$ cat src/rtl/attn_job_if.sv
// attn_job_if: job descriptor valid/ready handshake and done pulse between scheduler and matmul engine
interface attn_job_if #(
  parameter int ADDR_W = 16,
  parameter int DIM_W  = 16
);
  logic              job_valid;
  logic              job_ready;
  logic [2:0]        job_id;
  logic              job_a_sel;
  logic              job_b_sel;
  logic [ADDR_W-1:0] job_a_base;
  logic [ADDR_W-1:0] job_b_base;
  logic [ADDR_W-1:0] job_dst_base;
  logic              job_sp_en;
  logic [ADDR_W-1:0] job_sp_base;
  logic              job_sp_transpose;
  logic [DIM_W-1:0]  job_m;
  logic [DIM_W-1:0]  job_k;
  logic [DIM_W-1:0]  job_n;
  logic              job_done;
  modport master (
    output job_valid, job_id, job_a_sel, job_b_sel, job_a_base, job_b_base, job_dst_base,
           job_sp_en, job_sp_base, job_sp_transpose, job_m, job_k, job_n,
    input  job_ready, job_done
  );
  modport slave (
    input  job_valid, job_id, job_a_sel, job_b_sel, job_a_base, job_b_base, job_dst_base,
           job_sp_en, job_sp_base, job_sp_transpose, job_m, job_k, job_n,
    output job_ready, job_done
  );
endinterface

$ cat src/rtl/attn_pass_scheduler.sv
// attn_pass_scheduler: reads SRAM headers, validates dims, lays out SRAM and issues the Q,K,V,S,Z matmul jobs
module attn_pass_scheduler #(
  parameter int ADDR_W = 16,
  parameter int DATA_W = 32,
  parameter int DIM_W  = 16
) (
  input  logic              clk,
  input  logic              reset_n,
  input  logic              dut_valid,
  output logic              dut_ready,
  output logic [ADDR_W-1:0] input_read_address,
  input  logic [DATA_W-1:0] input_read_data,
  output logic [ADDR_W-1:0] weight_read_address,
  input  logic [DATA_W-1:0] weight_read_data,
  attn_job_if.master        job,
  output logic              err
);
  localparam logic [2:0] IDLE  = 3'd0;
  localparam logic [2:0] HDR   = 3'd1;
  localparam logic [2:0] CALC  = 3'd2;
  localparam logic [2:0] ISSUE = 3'd3;
  localparam logic [2:0] WAIT  = 3'd4;
  localparam logic [2:0] DONE  = 3'd5;
  localparam logic [ADDR_W-1:0] ONE = 1;
  typedef struct packed {
    logic [2:0]        id;
    logic              a_sel;
    logic              b_sel;
    logic [ADDR_W-1:0] a_base;
    logic [ADDR_W-1:0] b_base;
    logic [ADDR_W-1:0] dst;
    logic              sp_en;
    logic [ADDR_W-1:0] sp_base;
    logic              tr;
    logic [DIM_W-1:0]  m;
    logic [DIM_W-1:0]  k;
    logic [DIM_W-1:0]  n;
  } job_t;
  logic [2:0]         state_q, state_d;
  logic               err_q, err_d;
  logic [DIM_W-1:0]   m_q, m_d, d_q, d_d, d2_q, d2_d, n_q, n_d;
  job_t               job_q, job_d, nxt;
  logic [2*DIM_W-1:0] mn, mm, dn;
  logic [2*DIM_W+3:0] need_res, need_wt, lim;
  logic [ADDR_W-1:0]  mn_a, mm_a, dn_a, mn3;
  logic [2:0]         nid;
  logic               bad;
  always_comb begin
    mn = {{DIM_W{1'b0}}, m_q} * {{DIM_W{1'b0}}, n_q};
    mm = {{DIM_W{1'b0}}, m_q} * {{DIM_W{1'b0}}, m_q};
    dn = {{DIM_W{1'b0}}, d_q} * {{DIM_W{1'b0}}, n_q};
    need_res = {2'b0, mn, 2'b0} + {4'b0, mm};
    need_wt = {4'b0, dn} + {3'b0, dn, 1'b1};
    lim = '0;
    lim[ADDR_W] = 1'b1;
    bad = m_q == '0 || d_q == '0 || d2_q == '0 || n_q == '0 || d_q != d2_q ||
          need_res > lim || need_wt > lim;
    mn_a = mn[ADDR_W-1:0];
    mm_a = mm[ADDR_W-1:0];
    dn_a = dn[ADDR_W-1:0];
    mn3 = mn_a + mn_a + mn_a;
    nid = state_q == CALC ? 3'd0 : job_q.id + 3'd1;
    // descriptor for the job about to be issued; result SRAM holds Q,K,V,S,Z back to back
    nxt.id = nid;
    nxt.a_sel = nid >= 3'd3;
    nxt.b_sel = nid >= 3'd3;
    nxt.a_base = nid == 3'd4 ? mn3 : nid == 3'd3 ? '0 : ONE;
    nxt.b_base = nid == 3'd0 ? ONE : nid == 3'd1 ? ONE + dn_a : nid == 3'd2 ? ONE + dn_a + dn_a :
                 nid == 3'd3 ? '0 : mn_a;
    nxt.dst = nid == 3'd0 ? '0 : nid == 3'd1 ? mn_a : nid == 3'd2 ? mn_a + mn_a :
              nid == 3'd3 ? mn3 : mn3 + mm_a;
    nxt.sp_en = nid == 3'd1 || nid == 3'd2;
    nxt.sp_base = nid == 3'd2 ? mn_a : '0;
    nxt.tr = nid == 3'd1;
    nxt.m = m_q;
    nxt.k = nid == 3'd3 ? n_q : nid == 3'd4 ? m_q : d_q;
    nxt.n = nid == 3'd3 ? m_q : n_q;
  end
  always_comb begin
    state_d = state_q;
    err_d = err_q;
    job_d = job_q;
    m_d = m_q;
    d_d = d_q;
    d2_d = d2_q;
    n_d = n_q;
    case (state_q)
      IDLE: if (dut_valid) begin
        state_d = HDR;
        err_d = 1'b0;
      end
      HDR: begin
        m_d = input_read_data[DATA_W-1 -: DIM_W];
        d_d = input_read_data[DIM_W-1:0];
        d2_d = weight_read_data[DATA_W-1 -: DIM_W];
        n_d = weight_read_data[DIM_W-1:0];
        state_d = CALC;
      end
      CALC: if (bad) begin
        err_d = 1'b1;
        state_d = DONE;
      end else begin
        job_d = nxt;
        state_d = ISSUE;
      end
      ISSUE: if (job.job_ready) state_d = WAIT;
      WAIT: if (job.job_done) begin
        state_d = job_q.id < 3'd4 ? ISSUE : DONE;
        if (job_q.id < 3'd4) job_d = nxt;
      end
      DONE: state_d = IDLE;
      default: state_d = IDLE;
    endcase
  end
  always_ff @(posedge clk) begin
    if (!reset_n) begin
      state_q <= IDLE;
      err_q <= 1'b0;
      job_q <= '0;
      m_q <= '0;
      d_q <= '0;
      d2_q <= '0;
      n_q <= '0;
    end else begin
      state_q <= state_d;
      err_q <= err_d;
      job_q <= job_d;
      m_q <= m_d;
      d_q <= d_d;
      d2_q <= d2_d;
      n_q <= n_d;
    end
  end
  assign dut_ready = state_q == IDLE;
  assign err = err_q;
  assign input_read_address = '0;
  assign weight_read_address = '0;
  assign job.job_valid = state_q == ISSUE;
  assign job.job_id = job_q.id;
  assign job.job_a_sel = job_q.a_sel;
  assign job.job_b_sel = job_q.b_sel;
  assign job.job_a_base = job_q.a_base;
  assign job.job_b_base = job_q.b_base;
  assign job.job_dst_base = job_q.dst;
  assign job.job_sp_en = job_q.sp_en;
  assign job.job_sp_base = job_q.sp_base;
  assign job.job_sp_transpose = job_q.tr;
  assign job.job_m = job_q.m;
  assign job.job_k = job_q.k;
  assign job.job_n = job_q.n;
endmodule
$ cat src/flat_wrapper.sv
// flat-port wrapper written by rule: the top's interface ports become plain ports
module attn_pass_scheduler_flat 
#(
  parameter int ADDR_W = 16,
  parameter int DATA_W = 32,
  parameter int DIM_W  = 16
)
  (clk, reset_n, dut_valid, dut_ready, input_read_address, input_read_data, weight_read_address, weight_read_data, err, job_job_valid, job_job_id, job_job_a_sel, job_job_b_sel, job_job_a_base, job_job_b_base, job_job_dst_base, job_job_sp_en, job_job_sp_base, job_job_sp_transpose, job_job_m, job_job_k, job_job_n, job_job_ready, job_job_done);
  attn_job_if #(.ADDR_W(ADDR_W), .DIM_W(DIM_W)) job_i ();
  input  logic clk;
  input  logic reset_n;
  input  logic dut_valid;
  output logic dut_ready;
  output logic [ADDR_W-1:0] input_read_address;
  input  logic [DATA_W-1:0] input_read_data;
  output logic [ADDR_W-1:0] weight_read_address;
  input  logic [DATA_W-1:0] weight_read_data;
  output logic err;
  output wire logic [$bits(job_i.job_valid)-1:0] job_job_valid;
  output wire logic [$bits(job_i.job_id)-1:0] job_job_id;
  output wire logic [$bits(job_i.job_a_sel)-1:0] job_job_a_sel;
  output wire logic [$bits(job_i.job_b_sel)-1:0] job_job_b_sel;
  output wire logic [$bits(job_i.job_a_base)-1:0] job_job_a_base;
  output wire logic [$bits(job_i.job_b_base)-1:0] job_job_b_base;
  output wire logic [$bits(job_i.job_dst_base)-1:0] job_job_dst_base;
  output wire logic [$bits(job_i.job_sp_en)-1:0] job_job_sp_en;
  output wire logic [$bits(job_i.job_sp_base)-1:0] job_job_sp_base;
  output wire logic [$bits(job_i.job_sp_transpose)-1:0] job_job_sp_transpose;
  output wire logic [$bits(job_i.job_m)-1:0] job_job_m;
  output wire logic [$bits(job_i.job_k)-1:0] job_job_k;
  output wire logic [$bits(job_i.job_n)-1:0] job_job_n;
  input wire logic [$bits(job_i.job_ready)-1:0] job_job_ready;
  input wire logic [$bits(job_i.job_done)-1:0] job_job_done;
  assign job_job_valid = job_i.job_valid;
  assign job_job_id = job_i.job_id;
  assign job_job_a_sel = job_i.job_a_sel;
  assign job_job_b_sel = job_i.job_b_sel;
  assign job_job_a_base = job_i.job_a_base;
  assign job_job_b_base = job_i.job_b_base;
  assign job_job_dst_base = job_i.job_dst_base;
  assign job_job_sp_en = job_i.job_sp_en;
  assign job_job_sp_base = job_i.job_sp_base;
  assign job_job_sp_transpose = job_i.job_sp_transpose;
  assign job_job_m = job_i.job_m;
  assign job_job_k = job_i.job_k;
  assign job_job_n = job_i.job_n;
  assign job_i.job_ready = job_job_ready;
  assign job_i.job_done = job_job_done;
  attn_pass_scheduler #(.ADDR_W(ADDR_W), .DATA_W(DATA_W), .DIM_W(DIM_W)) u_core (.clk(clk), .reset_n(reset_n), .dut_valid(dut_valid), .dut_ready(dut_ready), .input_read_address(input_read_address), .input_read_data(input_read_data), .weight_read_address(weight_read_address), .weight_read_data(weight_read_data), .job(job_i), .err(err));
endmodule
$ cat config.mk
export PLATFORM = sky130hd
export DESIGN_NAME = attn_pass_scheduler_flat
export DESIGN_NICKNAME = d
export VERILOG_FILES = /design/src/rtl/attn_job_if.sv /design/src/rtl/attn_pass_scheduler.sv /design/src/flat_wrapper.sv
export SDC_FILE = /design/constraint.sdc
export NUM_CORES = 2
export LEC_CHECK = 0
export BUFFER_PORTS_ARGS = -buffer_cell sky130_fd_sc_hd__buf_4
export CAP_MARGIN = 20
export CORE_MARGIN = 2
export CORE_UTILIZATION = 65
export DETAILED_ROUTE_END_ITERATION = 8
export PLACE_DENSITY = 0.91
export RECOVER_POWER = 100
export SLEW_MARGIN = 20
export SYNTH_ARGS = -nofsm -noshare
export SYNTH_HDL_FRONTEND = slang
export SYNTH_SLANG_ARGS = --single-unit
$ cat constraint.sdc
create_clock -name clk -period 13.22 [get_ports clk]
set_input_delay 0 -clock clk [delete_from_list [all_inputs] [get_ports clk]]
set_output_delay 0 -clock clk [all_outputs]
set_load 0.01 [all_outputs]
==> results_dict.tcl <==
set metrics [dict create \
    clkLatencyLatePin_ns 0.52 \
    grt_overflow 0 \
    worstPathRequired_ns 13.68 \
    ctsHoldBuffers 69 \
    hold_violations 0 \
    hold_class "input port to flop" \
    slew_headroom_pct -107 \
    grt_max_degree 99 \
    core-area_um2 60000 \
    pre_cts_ws_ns 1.44 \
    maxCapViolCount 3 \
    synth.cell_area_um2 39200 \
    synth_cell_type_count 84 \
    root_buffer "clkbuf_16" \
    async_reset_ff_share_pct 0 \
    syn2layout_area_growth_pct 6.35 \
    critPathMaxFanout 87 \
    fmax_mhz 80.4 \
    outcome "complete, but fails checks" \
    wire_per_inst_um 22.0 \
    power.total_mw 2.19 \
    antenna_found_initial 7 \
    viasPerCell 6.43 \
    postCtsSetupRepairBufs 0 \
    row_count 90 \
    worstSetupStartpoint "u_core.m_q[1]$_SDFFE_PN0P_" \
    cts_tree "done" \
    cp_num_buf_inv 4 \
    drt_iter0_drc 4334 \
    synth_area_per_cell_um2 8.05 \
    totalWireLength_mm 126 \
    layout-drive-gt1-share_pct 4.49 \
    die_h_um 250 \
    syn_inst 4870 \
    drv_slew 124 \
    critical-path-top-delay-family "compound AO/OA/AOI/OAI gates" \
    ys_warn_count 0 \
    portBuffers 190 \
    vias 36700 \
    post-route-period-util_pct 94.1 \
    drc 7 \
    cts_buffers 17 \
    critical_path.most_common_cell "fa_1" \
    netlist_top_cells_area "fa_1 28%, ha_1 13%, dfxtp_1 9.5%, inv_1 7.1%, nand2_1 6.1%" \
    hold_start "weight_read_data[10]" \
    synth_seq_cells 186 \
    ctsResizeCount 0 \
    dr.pass1.iters 9 \
    dieArea_um2 62300 \
    cts_buffer_depth 2 \
    synthFlopType "dfxtp_1" \
    arrival_ns 12.90 \
    setup_slack_ns 0.776 \
    ant_nets 0 \
    reg2regPathDepth 36 \
    place_hpwl_mm 93.6 \
    violations "design-rule violations, max-capacitance violations, max-slew violations" \
    finalNetCount 5947 \
    endpoint "u_core.job.job_dst_base[2]$_SDFFE_PN0P_" \
    synth_edf_count 0 \
    ctsHtreeMaxLevel 4 \
    rr_startpoint "u_core.m_q[1]$_SDFFE_PN0P_" \
    globalplace.congestion 1.05 \
    clock_sinks 186 \
    leakagePower_nw 20.5 \
    rr_endpoint "u_core.job.job_dst_base[2]$_SDFFE_PN0P_" \
    grt_pass1_wl_mm 196 \
    ir_drop_mv 0.110 \
    io_pins 223 \
    grt_pass1_vias 36900 \
    cp-end-kind "flop" \
    path_class "flop to flop" \
    period_needed_ns 12.44 \
    slowest_delay_ns 1.07 \
    worst_pin_slew_ns 3.09 \
    start_util_pct 65.3 \
    worst_setup_path_start_kind "flop" \
    rsz0062_at_grt "false" \
    fp.dieW_um 250 \
    ys_seq_area_share_pct 9.50 \
    finalSetupViolCount 0 \
    r2r_slack_ns 0.78 \
    clk_pin_slew_ns 0.11 \
    cp.depth 36 \
    synth_top_area_cell "fa_1" \
    netlist.area_leader.share_pct 28.1 \
    power_density_nw_per_um2 52.4 \
    finalSetupTns_ns 0 \
    slowest_stage "dfxtp_1" \
    skew_ns 0.0421 \
    grt_usage_pct 40.0 \
]
==> per-stage QoR <==
step	instances	utilization, %	hold WS (ns)	cell area, um2
after floorplan	4901	-	0.136	39300
after global placement	5605	68.1	0.246	40900
after detailed placement	5605	68.1	0.254	40900
after CTS	5706	70.3	0.257	42200
after global routing	5708	69.5	0.297	41700
final	5708	69.5	0.283	41700
==> metal layers <==
layer  global-route usage, %  share of wire (%)  vias up
li1                        -                  -    15900
met1                    49.2                 35    17400
met2                    62.3                 44     2684
met3                    9.92                 13      729
met4                    27.3                8.0        4
met5                       0              0.015        -
==> cell families (layout without fill, tap and decap cells) <==
kind of cell / Yosys count / in the layout / share of synthesized area, %
compound gates: 855 / 855 / 13.5
flops: 186 / 186 / 9.50
xor+xnor: 187 / 187 / 4.29
fa+ha+maj: 967 / 967 / 41.4
simple gates: 1550 / 1550 / 19.4
other cells: 2 / 35 / 0.0192
mux: 46 / 46 / 1.20
buf+inv: 1077 / 1100 / 10.7
==> worst min-delay path by stage <==
stage                                        to  slack (ns)  cells past startpoint
floorplan           u_core.d2_q[4]$_SDFFE_PN0P_        0.14                      2
global placement    u_core.d_q[12]$_SDFFE_PN0P_        0.25                      3
detailed placement  u_core.n_q[13]$_SDFFE_PN0P_        0.25                      3
CTS                 u_core.n_q[10]$_SDFFE_PN0P_        0.26                      4
global route         u_core.n_q[9]$_SDFFE_PN0P_        0.30                      4
finish              u_core.n_q[10]$_SDFFE_PN0P_        0.28                      4
==> worst register-to-register path: cells and delay by family (launching register included) <==
family | cells | cell delay, ns
AOI/OAI and AO/OA | 14 | 4.26
adders and majority gates | 8 | 3.16
and+or+nand+nor | 9 | 2.74
DFF | 1 | 1.07
buffers and inverters | 4 | 1.02
xor gates and xnor gates | 1 | 0.21
==> cells in the mapped netlist (22+ instances only) <==
cell        n
and2_1    287
nand3_1   127
ha_1      417
fa_1      550
clkbuf_1  271
a211oi_1   29
xnor2_1   110
inv_1     743
nand4_1    47
a21oi_1   316
and3_1     28
a21o_1     57
buf_4      34
dfxtp_1   186
o21ai_0   180
nor4_1     44
mux2i_1    39
xor2_1     74
o21a_1     28
nor2b_1    36
nor2_1    149
a311oi_1   22
o211ai_1   49
nand2_1   636
nor3_1     70
nand2b_1   38
==> sequential cells by signal, summed over array words and instances (netlist names), 3 cells and up <==
register,flops
u_core.state_q,3
u_core.job.job_k,16
u_core.job.job_m,16
u_core.m_q,16
u_core.d2_q,16
u_core.job.job_b_base,16
u_core.d_q,16
u_core.job.job_a_base,16
u_core.job.job_dst_base,16
u_core.job.job_n,16
u_core.n_q,16
u_core.job.job_sp_base,16
u_core.job.job_id,3
==> where the power goes <==
group | internal, mW | switching [mW]
registers | 0.576 | 0.0702
clock network | 0.277 | 0.297
logic | 0.341 | 0.623
total | 1.19 | 0.990
==> layout make-up <==
cell class                 instances  area, um2
tap                              782        978
antenna                            2       5.00
sequential                       186       3730
clock buffer                      21        460
inverter                         743       2790
clock inverter                    11        131
fill                            4548      18300
multi-input combinational       3638      31500
timing repair buffer             325       2150
==> placed cells by master (no fill, tap or decap), types with 22 or more instances in the layout <==
master         count
o211ai_1          49
a21o_1            57
xor2_1            74
a211oi_1          29
and3_1            28
o21a_1            28
nand3_1          127
mux2i_1           39
a311oi_1          22
fa_1             550
nand2_1          636
nor2_1           147
nor2b_1           36
dfxtp_1          183
xnor2_1          110
clkbuf_1         126
and2_1           285
conb_1            33
a21oi_1          316
nor4_1            44
nand4_1           47
dlygate4sd3_1     69
nand2b_1          37
ha_1             417
o21ai_0          180
nor3_1            68
inv_1            742
buf_4            131
No activity file was read; power rests on OpenSTA's default activity.
